### config.mk
export PLATFORM = sky130hd
export DESIGN_NAME = exec_wb_stage
export DESIGN_NICKNAME = d
export VERILOG_FILES = /design/src/rtl/cpu_pkg.sv /design/src/rtl/alu8.sv /design/src/rtl/exec_wb_stage.sv
export SDC_FILE = /design/constraint.sdc
export NUM_CORES = 1
export LEC_CHECK = 0
export ABC_AREA = 1
export BUFFER_PORTS_ARGS = -buffer_cell sky130_fd_sc_hd__buf_2
export CAP_MARGIN = 20
export CORE_UTILIZATION = 40
export DETAILED_ROUTE_END_ITERATION = 10
export SLEW_MARGIN = 15
export SYNTH_ARGS = -nofsm -noshare
export SYNTH_HDL_FRONTEND = slang
export SYNTH_HIERARCHICAL = 1
export SYNTH_SLANG_ARGS = --single-unit
### constraint.sdc
create_clock -name clk -period 3 [get_ports clk]
set_clock_uncertainty 0.15 [all_clocks]
set_input_delay 0.15 -clock clk [delete_from_list [all_inputs] [get_ports clk]]
set_output_delay 0.15 -clock clk [all_outputs]
set_load 0.01 [all_outputs]
### src/rtl/cpu_pkg.sv
// Shared definitions for the execute/writeback stage and its ALU:
// data width, opcode encodings, FSM state encoding and a flag-update
// helper.
package cpu_pkg;

  localparam int DW = 8;

  localparam logic [3:0] OP_MOV = 4'h0;
  localparam logic [3:0] OP_LDI = 4'h1;
  localparam logic [3:0] OP_ADD = 4'h2;
  localparam logic [3:0] OP_ADC = 4'h3;
  localparam logic [3:0] OP_SUB = 4'h4;
  localparam logic [3:0] OP_AND = 4'h5;
  localparam logic [3:0] OP_OR  = 4'h6;
  localparam logic [3:0] OP_XOR = 4'h7;
  localparam logic [3:0] OP_SHL = 4'h8;
  localparam logic [3:0] OP_SHR = 4'h9;
  localparam logic [3:0] OP_MUL = 4'hA;
  localparam logic [3:0] OP_CMP = 4'hB;

  typedef enum logic [1:0] {
    S_IDLE = 2'd0,
    S_OPRD = 2'd1,
    S_EXEC = 2'd2,
    S_WB   = 2'd3
  } state_t;

  // Single-cycle ops that update C/Z. MOV, LDI and the NOP opcodes leave
  // the flags alone. MUL updates flags through its own sequencing path.
  function automatic logic op_sets_flags(input logic [3:0] op);
    logic r;
    case (op)
      OP_ADD, OP_ADC, OP_SUB, OP_AND, OP_OR,
      OP_XOR, OP_SHL, OP_SHR, OP_CMP: r = 1'b1;
      default:                       r = 1'b0;
    endcase
    return r;
  endfunction

endpackage

### src/rtl/alu8.sv
// Combinational 8-bit ALU that covers every single-cycle opcode.
// Ports:
//   op     in   opcode
//   a, b   in   operands latched from the register file
//   imm    in   immediate operand (LDI)
//   cin    in   current carry flag (ADC)
//   result out  8-bit result, modulo 256
//   cout   out  carry, or borrow for SUB/CMP
//   zero   out  result == 0
//   wb_en  out  the op writes its result back
module alu8
  import cpu_pkg::*;
(
  input  logic [3:0]    op,
  input  logic [DW-1:0] a,
  input  logic [DW-1:0] b,
  input  logic [DW-1:0] imm,
  input  logic          cin,
  output logic [DW-1:0] result,
  output logic          cout,
  output logic          zero,
  output logic          wb_en
);

  logic [DW:0] sum;

  always_comb begin
    sum    = '0;
    result = '0;
    cout   = 1'b0;
    wb_en  = 1'b1;
    case (op)
      OP_MOV: result = b;
      OP_LDI: result = imm;
      OP_ADD: begin
        sum    = {1'b0, a} + {1'b0, b};
        result = sum[DW-1:0];
        cout   = sum[DW];
      end
      OP_ADC: begin
        sum    = {1'b0, a} + {1'b0, b} + {{DW{1'b0}}, cin};
        result = sum[DW-1:0];
        cout   = sum[DW];
      end
      // The 9-bit difference borrows into bit DW exactly when a < b.
      OP_SUB, OP_CMP: begin
        sum    = {1'b0, a} - {1'b0, b};
        result = sum[DW-1:0];
        cout   = sum[DW];
        wb_en  = (op != OP_CMP);
      end
      OP_AND: result = a & b;
      OP_OR:  result = a | b;
      OP_XOR: result = a ^ b;
      OP_SHL: begin
        result = {a[DW-2:0], 1'b0};
        cout   = a[DW-1];
      end
      OP_SHR: begin
        result = {1'b0, a[DW-1:1]};
        cout   = a[0];
      end
      // MUL is sequenced by the stage. C..F are NOPs.
      default: wb_en = 1'b0;
    endcase
    zero = (result == '0);
  end

endmodule

### src/rtl/exec_wb_stage.sv
// Multi-cycle execute/writeback stage that sits in front of a 4x8
// register file.
// Ports:
//   clk, rst_n           clock, asynchronous active-low reset
//   IN_VALID/IN_READY    instruction handshake (ready only in IDLE)
//   OPC, RA, RB, RD, IMM decoded instruction fields
//   N1, N2 / Q1, Q2      register file read ids (out) / read data (in)
//   ND, DI, REG_WE       register file write channel
//   FLAG_C, FLAG_Z       carry/borrow and zero flags
//   BUSY                 inverse of IN_READY
//
// state  | meaning
// IDLE   | ready; accept instruction, drive N1/N2
// OPRD   | sample Q1/Q2 into A/B
// EXEC   | single-cycle ALU op, or 8 MUL shift-add steps
// WB     | REG_WE high, ND/DI hold the result
module exec_wb_stage
  import cpu_pkg::*;
#(
  parameter bit MUL_EN = 1'b1
) (
  input  logic          clk,
  input  logic          rst_n,
  input  logic          IN_VALID,
  output logic          IN_READY,
  input  logic [3:0]    OPC,
  input  logic [1:0]    RA,
  input  logic [1:0]    RB,
  input  logic [1:0]    RD,
  input  logic [DW-1:0] IMM,
  output logic [1:0]    N1,
  output logic [1:0]    N2,
  input  logic [DW-1:0] Q1,
  input  logic [DW-1:0] Q2,
  output logic [1:0]    ND,
  output logic [DW-1:0] DI,
  output logic          REG_WE,
  output logic          FLAG_C,
  output logic          FLAG_Z,
  output logic          BUSY
);

  state_t          state_q, state_d;
  logic [3:0]      opc_q, opc_d;
  logic [1:0]      rd_q, rd_d;
  logic [DW-1:0]   imm_q, imm_d;
  logic [1:0]      n1_q, n1_d;
  logic [1:0]      n2_q, n2_d;
  logic [DW-1:0]   a_q, a_d;
  logic [DW-1:0]   b_q, b_d;
  logic [2*DW-1:0] prod_q, prod_d;
  logic [2:0]      cnt_q, cnt_d;
  logic [1:0]      nd_q, nd_d;
  logic [DW-1:0]   di_q, di_d;
  logic            reg_we_q, reg_we_d;
  logic            flag_c_q, flag_c_d;
  logic            flag_z_q, flag_z_d;

  logic [DW-1:0]   alu_result;
  logic            alu_cout;
  logic            alu_zero;
  logic            alu_wb_en;
  logic            is_mul;
  logic [2*DW-1:0] mul_addend;
  logic [2*DW-1:0] prod_step;

  alu8 u_alu (
    .op     (opc_q),
    .a      (a_q),
    .b      (b_q),
    .imm    (imm_q),
    .cin    (flag_c_q),
    .result (alu_result),
    .cout   (alu_cout),
    .zero   (alu_zero),
    .wb_en  (alu_wb_en)
  );

  assign is_mul = MUL_EN && (opc_q == OP_MUL);

  // Iteration cnt_q adds A shifted by cnt_q when multiplier bit cnt_q is set.
  assign mul_addend = b_q[cnt_q] ? ({{DW{1'b0}}, a_q} << cnt_q) : '0;
  assign prod_step  = prod_q + mul_addend;

  always_comb begin
    state_d  = state_q;
    opc_d    = opc_q;
    rd_d     = rd_q;
    imm_d    = imm_q;
    n1_d     = n1_q;
    n2_d     = n2_q;
    a_d      = a_q;
    b_d      = b_q;
    prod_d   = prod_q;
    cnt_d    = cnt_q;
    nd_d     = nd_q;
    di_d     = di_q;
    flag_c_d = flag_c_q;
    flag_z_d = flag_z_q;

    case (state_q)
      S_IDLE: begin
        if (IN_VALID) begin
          opc_d   = OPC;
          rd_d    = RD;
          imm_d   = IMM;
          n1_d    = RA;
          n2_d    = RB;
          state_d = S_OPRD;
        end
      end
      S_OPRD: begin
        a_d     = Q1;
        b_d     = Q2;
        prod_d  = '0;
        cnt_d   = '0;
        state_d = S_EXEC;
      end
      S_EXEC: begin
        if (is_mul) begin
          prod_d = prod_step;
          cnt_d  = cnt_q + 3'd1;
          if (cnt_q == 3'd7) begin
            flag_c_d = |prod_step[2*DW-1:DW];
            flag_z_d = (prod_step[DW-1:0] == '0);
            nd_d     = rd_q;
            di_d     = prod_step[DW-1:0];
            state_d  = S_WB;
          end
        end else begin
          if (op_sets_flags(opc_q)) begin
            flag_c_d = alu_cout;
            flag_z_d = alu_zero;
          end
          if (alu_wb_en) begin
            nd_d    = rd_q;
            di_d    = alu_result;
            state_d = S_WB;
          end else begin
            state_d = S_IDLE;
          end
        end
      end
      S_WB:    state_d = S_IDLE;
      default: state_d = S_IDLE;
    endcase

    // Write enable comes straight from a flop so the register file never
    // sees a decode glitch.
    reg_we_d = (state_d == S_WB);
  end

  always_ff @(posedge clk or negedge rst_n) begin
    if (!rst_n) begin
      state_q  <= S_IDLE;
      opc_q    <= '0;
      rd_q     <= '0;
      imm_q    <= '0;
      n1_q     <= '0;
      n2_q     <= '0;
      a_q      <= '0;
      b_q      <= '0;
      prod_q   <= '0;
      cnt_q    <= '0;
      nd_q     <= '0;
      di_q     <= '0;
      reg_we_q <= 1'b0;
      flag_c_q <= 1'b0;
      flag_z_q <= 1'b0;
    end else begin
      state_q  <= state_d;
      opc_q    <= opc_d;
      rd_q     <= rd_d;
      imm_q    <= imm_d;
      n1_q     <= n1_d;
      n2_q     <= n2_d;
      a_q      <= a_d;
      b_q      <= b_d;
      prod_q   <= prod_d;
      cnt_q    <= cnt_d;
      nd_q     <= nd_d;
      di_q     <= di_d;
      reg_we_q <= reg_we_d;
      flag_c_q <= flag_c_d;
      flag_z_q <= flag_z_d;
    end
  end

  assign IN_READY = (state_q == S_IDLE);
  assign BUSY     = ~IN_READY;
  assign N1       = n1_q;
  assign N2       = n2_q;
  assign ND       = nd_q;
  assign DI       = di_q;
  assign REG_WE   = reg_we_q;
  assign FLAG_C   = flag_c_q;
  assign FLAG_Z   = flag_z_q;

endmodule

==> summary.txt, run 1 <==
Outcome
  • Status: complete, no violations

Cells and area
  • Share of post-route cells with drive strength above 1: 0.2532
  • Synth-to-Final Area Change: 29.86%
  • Post-layout nets: 1101
  • Fill cell total of the finished layout: 1416
  • Multi-input logic area: 4013 µm²
  • # diodes: 0
  • Seq. cell area: 1705 µm²

Logic synthesis
  • Post-Synth Simple-Gate Area: 0.3437
  • Share of the synthesized area in the top cell type: 0.2848
  • Synth Area in Adders: 0.1001
  • Seq/Total Area, Yosys: 0.2848
  • Mux cell area share after synthesis: 0.05990
  • Ranking of synthesized cells by area: dfrtp_1 (28%), nand2_1 (17%), ha_1 (9.0%)
  • Synth Area in Compound Gates: 0.1001
  • Mapped cell area: 5974 µm²
  • Largest family of logic cells by synthesized area: simple AND/OR/NAND/NOR gates
  • Syn Inst Count: 882
  • Fraction of registers with async set/reset: 1.000
  • Yosys cell types: 46
  • Warnings, synthesis: 6
  • Primary FF master, synth: dfrtp_1
  • Xor-xnor portion of the synthesized cell area: 0.01319
  • Syn avg cell area: 6.774 µm²
  • Seq cells post-synth: 68
  • Synth Net Count: 965
  • Post-synth EDFFs: 0
  • Post-synth top area cell: dfrtp_1

Worst setup path
  • CP Data Arrival Time: 2.93 ns
  • WS Path Type: reg -> reg
  • Crit end category: flip-flop
  • Reg2reg path depth: 20
  • Crit-path max FO: 8
  • Reg-to-Reg End: FLAG_C
  • R2R Path Start: cnt_q[0]
  • Setup slack, reg-to-reg: 0.16 ns
  • WP data required: 3.09 ns
  • CP startpoint kind: flip-flop

Floorplan
  • Vert. Die Dim: 124.2 µm
  • Die width: 124.2 µm
  • Die Area: 15430 µm²
  • IO Pins: 56
  • Initial Util: 0.4111
  • Std cell rows: 44
  • Core area: 14530 µm²

Global route
  • GRT overflow: 0
  • First-pass GRT wire length: 29610 µm
  • Vias in the first global route: 5637
  • GRT Resource Usage Total: 0.2436
  • Antenna violations before repair: 0
  • Largest net degree at the start of global routing: 69

Routing
  • DRC Markers: 0
  • Wire per inst: 15.29 µm
  • First DRT Iteration DRCs: 449
  • Via-per-instance ratio: 5.063
  • Routed vias: 6111
  • Routed wire length: 18460 µm
  • Initial DRT Pass Iterations: 5
  • Post-DRT Antenna Nets: 0

Clock network
  • Clk sinks: 68
  • Num CTS Buffers: 9
  • CTS Buffer Depth: 2
  • Clk_lat worst skew: 0.35 ns
  • CTS root buf: clkbuf_16
  • CTS tree: yes
  • # H-tree levels: 3
  • Clock Pin Slew Worst Setup and Hold Paths: 0.06 ns

Timing
  • Final Hold Violating Endpoints: 0
  • Final period util: 0.9466
  • Setup Viol. Count Final: 0
  • Setup WS post-layout: 0.1603 ns
  • Fin Hold WS: 0.3147 ns
  • Tmin final: 2.840 ns
  • Pins over their slew limit: 0
  • RSZ-0062 raised after global routing: yes
  • Actual slew at the worst max-slew pin: 0.8981 ns
  • Setup TNS: 0 ns
  • Slew HR: 0.4012
  • Peak Freq: 0.3521 GHz

Worst hold path
  • Hold_sp: rd_q[0]
  • Min-delay worst type: reg -> reg
  • Hold EP: ND[0]
  • Hold path cells: 2

Placement
  • # port buffers: 55
  • Placer Congestion: 0.9204
  • DP HPWL: 13870 µm
  • Post-Place Setup Slack: -0.03930 ns

Power and ir drop
  • Leakage: 4.028 nW
  • Peak VDD IR: 632.2 µV
  • PwrDens: 1141 nW/µm²

Run
  • Max-Cap Viols: 0
## cells by family (layout without fill, tap and decap cells)
kind of cell | count (synthesis) | in the layout
simple gates | 484 | 484
buf+inv | 139 | 280
compound gates | 104 | 104
flops | 68 | 68
fa+ha+maj | 46 | 46
mux | 32 | 32
xor+xnor | 9 | 9
## placed cells by master, fill, tap and decap left out, types with 17 or more instances in the layout
master	count
mux2_2	30
inv_1	103
nand2_1	260
buf_2	54
dfrtp_1	65
a21oi_1	27
dlygate4sd3_1	35
o21ai_0	31
nor2_1	88
nand3_1	57
buf_4	49
nand2_2	17
ha_1	29
## critical path, stage by stage, from the launching register on
cell,delay (ns)
dfrtp_2,0.44
buf_6,0.15
o21ai_2,0.14
o22ai_2,0.11
nand2_2,0.12
nor3_2,0.05
buf_4,0.13
ha_1,0.21
fa_2,0.35
nand2_2,0.08
nand2_1,0.07
nand3_1,0.07
nand2_1,0.09
nand2_2,0.08
nand2_1,0.05
nand2_1,0.08
nand3_1,0.08
nor2_1,0.10
nand2_1,0.09
nand2_1,0.06
nand2_1,0.04
## worst max path at each step
| stage | from | to | slack [ns] |
|---|---|---|---|
| 2_1_floorplan | cnt_q[0] | FLAG_C | 0.28 |
| 3_3_place_gp | cnt_q[0] | FLAG_C | -0.05 |
| 3_5_place_dp | cnt_q[0] | FLAG_C | -0.04 |
| 4_1_cts | cnt_q[0] | FLAG_C | 0.006 |
| 5_1_grt | b_q[0] | FLAG_C | -0.03 |
| 6_report | cnt_q[0] | FLAG_C | 0.16 |
## registers in the layout, summed over array words and instances, names as in the netlist
name     cells
cnt_q        3
N1           2
REG_WE       1
prod_q      16
ND           2
opc_q        4
FLAG_Z       1
FLAG_C       1
state_q      2
a_q          8
rd_q         2
b_q          8
DI           8
N2           2
imm_q        8
## synthesized netlist by cell type, types with 2 or more instances
cell type / instances
nor2_4: 2
nor2_1: 100
xor2_1: 5
a22o_1: 2
nand2_1: 274
o211ai_2: 2
buf_2: 7
nor3_1: 8
inv_2: 13
xnor2_1: 4
buf_4: 3
nand3_2: 3
o21a_1: 2
nor2_2: 5
dfrtp_1: 68
a21oi_2: 2
buf_6: 4
o22ai_1: 4
clkbuf_1: 2
mux2_2: 30
and2_1: 3
nand4_1: 11
ha_1: 43
fa_1: 3
nand3b_1: 6
o211ai_1: 3
o21ai_1: 9
mux2i_1: 2
a31oi_1: 4
a21oi_1: 29
nand3_1: 63
nand2_2: 4
inv_1: 107
o21ai_0: 43
## stage by stage
stage | instance area, µm² | power [W] | std cells | util
after floorplan | 5974 | 0.005336 | 882 | -
after global placement | 6674 | 0.007120 | 1146 | 0.4592
after detailed placement | 6674 | 0.007121 | 1146 | 0.4592
after CTS | 7340 | 0.008319 | 1197 | 0.5050
after global routing | 7759 | 0.009593 | 1207 | 0.5338
final | 7759 | 0.008850 | 1207 | 0.5338
## per-layer routing
layer | global-route usage | share of wire | vias up
met1 | 0.3492 | 0.49 | 2801
met3 | 0.03750 | 0.051 | 21
met2 | 0.3763 | 0.45 | 197
li1 | - | - | 3092
met5 | 0 | 0 | -
met4 | 0.07158 | 0.017 | 0
## cell type report
cell class,instances,share of cell area
timing repair buffer,142,0.1332
tap,184,0.02967
clock buffer,11,0.03258
clock inverter,5,0.007579
multi-input combinational,675,0.5172
inverter,122,0.05999
sequential,68,0.2198
## where the power goes
group	total [W]	internal, W	switching, W
Clock	0.00113	0.000690	0.000438
Sequential	0.00170	0.00130	0.000396
Combinational	0.00602	0.00237	0.00365
Total	0.00885	0.00436	0.00449
## what timing repair did
action / CTS / global route
gates resized for setup: 3 / 92
endpoints found under the setup margin: 1 / 14
hold buffers: 35 / 0
pin swaps: 0 / 24
endpoints found under the hold margin: 102 / 0
gates cloned: 0 / 0
buffers inserted: 0 / 10
Power figures use the tool's default switching activity.
==> run 2: changes to the inputs <==
--- a/config.mk
+++ b/config.mk
@@ -5,7 +5,6 @@
 export SDC_FILE = /design/constraint.sdc
 export NUM_CORES = 1
 export LEC_CHECK = 0
-export ABC_AREA = 1
 export BUFFER_PORTS_ARGS = -buffer_cell sky130_fd_sc_hd__buf_2
 export CAP_MARGIN = 20
 export CORE_UTILIZATION = 40
==> summary.txt, run 2 <==
Global route
  • Antenna violations before repair: 1 (was 0)
  • Vias in the first global route: 6159 (was 5637)
  • First-pass GRT wire length: 31460 µm (was 29610 µm)
  • GRT Resource Usage Total: 0.2755 (was 0.2436)
  • GRT overflow: 0 (unchanged)
  • Largest net degree at the start of global routing: 28 (was 69)

Logic synthesis
  • Most common cell in the netlist: dfrtp_1 (was nand2_1)
  • Largest family of logic cells by synthesized area: simple AND/OR/NAND/NOR gates (unchanged)
  • Syn avg cell area: 8.897 µm² (was 6.774 µm²)
  • Post-synth EDFFs: 0 (unchanged)
  • Synth Area in Adders: 0.1036 (was 0.1001)
  • Post-Synth Simple-Gate Area: 0.2011 (was 0.3437)
  • Primary FF master, synth: dfrtp_1 (unchanged)
  • Fraction of registers with async set/reset: 1.000 (unchanged)
  • Mux cell area share after synthesis: 0.1226 (was 0.05990)
  • Synth Net Count: 732 (was 965)
  • Synth Area in Compound Gates: 0.1892 (was 0.1001)
  • Seq cells post-synth: 68 (unchanged)
  • Share of the synthesized area in the top cell type: 0.2947 (was 0.2848)
  • Syn Inst Count: 649 (was 882)
  • Xor-xnor portion of the synthesized cell area: 0.03575 (was 0.01319)
  • Post-synth top area cell: dfrtp_1 (unchanged)
  • Yosys cell types: 88 (was 46)
  • Seq/Total Area, Yosys: 0.2947 (was 0.2848)
  • Ranking of synthesized cells by area: dfrtp_1 (29%), ha_1 (9.3%), mux2_2 (8.6%) (was dfrtp_1 (28%), nand2_1 (17%), ha_1 (9.0%))
  • Mapped cell area: 5774 µm² (was 5974 µm²)
  • Post-synth top cells: dfrtp_1 (68), nand2_1 (61), nor2_1 (53), mux2_2 (44), ha_1 (43) (was nand2_1 (274), inv_1 (107), nor2_1 (100), dfrtp_1 (68), nand3_1 (63))
  • Warnings, synthesis: 6 (unchanged)

Cells and area
  • Most frequent cells in the layout: buf_4 (160), dfrtp_1 (64), nand2_1 (57) (was nand2_1 (260), inv_1 (103), nor2_1 (88))
  • Multi-input logic area: 4359 µm² (was 4013 µm²)
  • Seq. cell area: 1707 µm² (was 1705 µm²)
  • Max FFs per register: 16 (unchanged)
  • Commonest non-fill, non-tap cell in the layout: buf_4 (was nand2_1)
  • Fill cell total of the finished layout: 1166 (was 1416)
  • Synth-to-Final Area Change: 51.81% (was 29.86%)
  • Post-layout nets: 973 (was 1101)
  • Most flop-heavy register: prod_q (unchanged)
  • Share of post-route cells with drive strength above 1: 0.4503 (was 0.2532)

Floorplan
  • Die width: 122.2 µm (was 124.2 µm)
  • Std cell rows: 43 (was 44)
  • Vert. Die Dim: 122.2 µm (was 124.2 µm)
  • Die Area: 14920 µm² (was 15430 µm²)
  • Initial Util: 0.4128 (was 0.4111)
  • IO Pins: 56 (unchanged)
  • Core area: 13990 µm² (was 14530 µm²)

Outcome
  • Status: complete, but fails checks (was complete, no violations)
  • Violated checks: setup timing

Worst setup path
  • CP startpoint kind: flip-flop (unchanged)
  • WS Path Type: reg -> reg (unchanged)
  • Crit end category: flip-flop (unchanged)
  • Crit-path max FO: 8 (unchanged)
  • Slowest stage delay, CP: 0.44 ns (about the same)
  • WP data required: 3.06 ns (was 3.09 ns)
  • Most frequent CP cell: nor2_1 (was nand2_1)
  • CP Data Arrival Time: 3.55 ns (was 2.93 ns)
  • Crit-path cells: buf_4 > mux2_2 > o21ai_0 > nor2_1 > nor2_1 > nor2_2 > ha_2 > or3_4 > a221oi_4 > nor4_1 > a311oi_2 > o211ai_1 > a2111oi_4 > a31oi_1 (was buf_6 > o21ai_2 > o22ai_2 > nand2_2 > nor3_2 > buf_4 > ha_1 > fa_2 > nand2_2 > nand2_1 > nand3_1 > nand2_1 > nand2_2 > nand2_1 > nand2_1 > nand3_1 > nor2_1 > nand2_1 > nand2_1 > nand2_1)
  • CP max stage cell: dfrtp_2 (unchanged)

Timing
  • Setup Viol. Count Final: 13 (was 0)
  • RSZ-0062 raised after global routing: yes (unchanged)
  • Setup WS post-layout: -0.4900 ns (was 0.1603 ns)
  • Peak Freq: 0.2865 GHz (was 0.3521 GHz)
  • Final period util: 1.163 (was 0.9466)
  • Slew HR: 0.5696 (was 0.4012)
  • Actual slew at the worst max-slew pin: 0.6456 ns (was 0.8981 ns)
  • Final Hold Violating Endpoints: 0 (unchanged)
  • Fin Hold WS: 0.2205 ns (was 0.3147 ns)
  • Tmin final: 3.490 ns (was 2.840 ns)
  • Pins over their slew limit: 0 (unchanged)

Routing
  • First DRT Iteration DRCs: 505 (was 449)
  • Via-per-instance ratio: 5.615 (was 5.063)
  • Wire per inst: 18.99 µm (was 15.29 µm)
  • Routed wire length: 20430 µm (was 18460 µm)
  • Post-DRT Antenna Nets: 0 (unchanged)
  • DRC Markers: 0 (unchanged)
  • Initial DRT Pass Iterations: 5 (unchanged)
  • Routed vias: 6042 (was 6111)

Clock network
  • Clk_lat worst skew: 0.34 ns (was 0.35 ns)
  • # H-tree levels: 3 (unchanged)
  • CTS root buf: clkbuf_16 (unchanged)
  • Clk sinks: 68 (unchanged)
  • CTS tree: yes (unchanged)
  • Clock Pin Slew Worst Setup and Hold Paths: 0.06 ns (about the same)
  • CTS Buffer Depth: 2 (unchanged)
  • Num CTS Buffers: 9 (unchanged)

Power and ir drop
  • Leakage: 4.001 nW (was 4.028 nW)
  • Final total power: 0.01139 W (was 0.008850 W)
  • PwrDens: 1299 nW/µm² (was 1141 nW/µm²)
  • Peak VDD IR: 589.6 µV (was 632.2 µV)

Run
  • Max-Cap Viols: 0 (unchanged)

Placement
  • Placer Congestion: 0.9471 (was 0.9204)
  • # port buffers: 55 (unchanged)
  • DP HPWL: 14490 µm (was 13870 µm)
  • Post-Place Setup Slack: -0.5030 ns (was -0.03930 ns)

Worst hold path
  • Min-delay worst type: in -> async (was reg -> reg)
run 2: cell count changes after synthesis, sizes merged, moves of 8 or more:
| cell | before | now |
|---|---|---|
| clkbuf | 3 | 26 |
| a211oi | 0 | 8 |
| inv | 121 | 32 |
| mux2i | 2 | 13 |
| mux2 | 30 | 45 |
| o21ai | 52 | 33 |
| nand4 | 11 | 3 |
| nor2 | 108 | 54 |
| xnor2 | 4 | 12 |
| nand3 | 66 | 34 |
| nand2 | 279 | 62 |
run 2: worst paths after layout:
path | from | endpoint | slack, ns | cells after the start
max | cnt_q[1] | FLAG_C | -0.49 | 14
max reg2reg | cnt_q[1] | FLAG_C | -0.49 | 14
min reg2reg | DI[7] | DI[7] | 0.36 | 1
min | rst_n | imm_q[3] | 0.22 | 2
min in group clk | IN_VALID | state_q[0] | 0.32 | 4
max in group asynchronous | rst_n | prod_q[6] | 1.71 | 3
run 2: metrics by stage:
stage / setup TNS, ns / instance area [µm²] / util / instances
final: -2.303 / 8766 / 0.6267 / 1076
after global routing: -4.197 / 8766 / 0.6267 / 1076
after CTS: -1.644 / 8457 / 0.6046 / 1067
after detailed placement: -2.832 / 7363 / 0.5264 / 1001
after global placement: -2.310 / 7363 / 0.5264 / 1001
after floorplan: -0.8349 / 5906 / - / 649
run 2: repair_timing:
item / CTS / global route
buffers inserted: 16 / 11
hold endpoints to repair: 59 / 0
pin swaps: 35 / 32
endpoints found under the setup margin: 16 / 16
hold buffers: 35 / 0
gates resized for setup: 60 / 53
gates cloned: 0 / 0
run 2: layer usage:
metal,up-vias,GRT usage,share of wire
met2,191,0.4827,0.50
met1,2967,0.3533,0.43
li1,2838,-,-
met3,46,0.02856,0.042
met4,0,0.08918,0.030
met5,-,0,0
run 2: layout make-up:
cell class,instances,share of cell area
diodes,1,0.0002855
flip-flops and latches,68,0.1947
inverters,32,0.01399
repair buffers,265,0.2307
multi-input cells,514,0.4973
clock buffers,11,0.02769
well taps,180,0.02569
clock inverters,5,0.009706
run 2: where the power goes:
part	leakage [nW]	internal [W]	switching, W
Combinational	3.01	0.00431	0.00418
Sequential	0.839	0.00129	0.000423
Clock	0.156	0.000754	0.000438
run 2: cells by family (layout without fill, tap and decap cells):
family | count (synthesis) | after routing
simple gates | 230 | 230
compound gates | 155 | 155
flops | 68 | 68
buf+inv | 67 | 313
mux | 61 | 61
fa+ha+maj | 46 | 46
xor+xnor | 22 | 22
other cells | 0 | 1
run 2: critical path, delay by kind of cell, from the launching register on:
| kind | cells | cell delay, ns |
|---|---|---|
| compound gates | 6 | 1.36 |
| simple gates | 5 | 0.77 |
| flops | 1 | 0.44 |
| mux | 1 | 0.32 |
| fa+ha+maj | 1 | 0.18 |
| buf+inv | 1 | 0.13 |
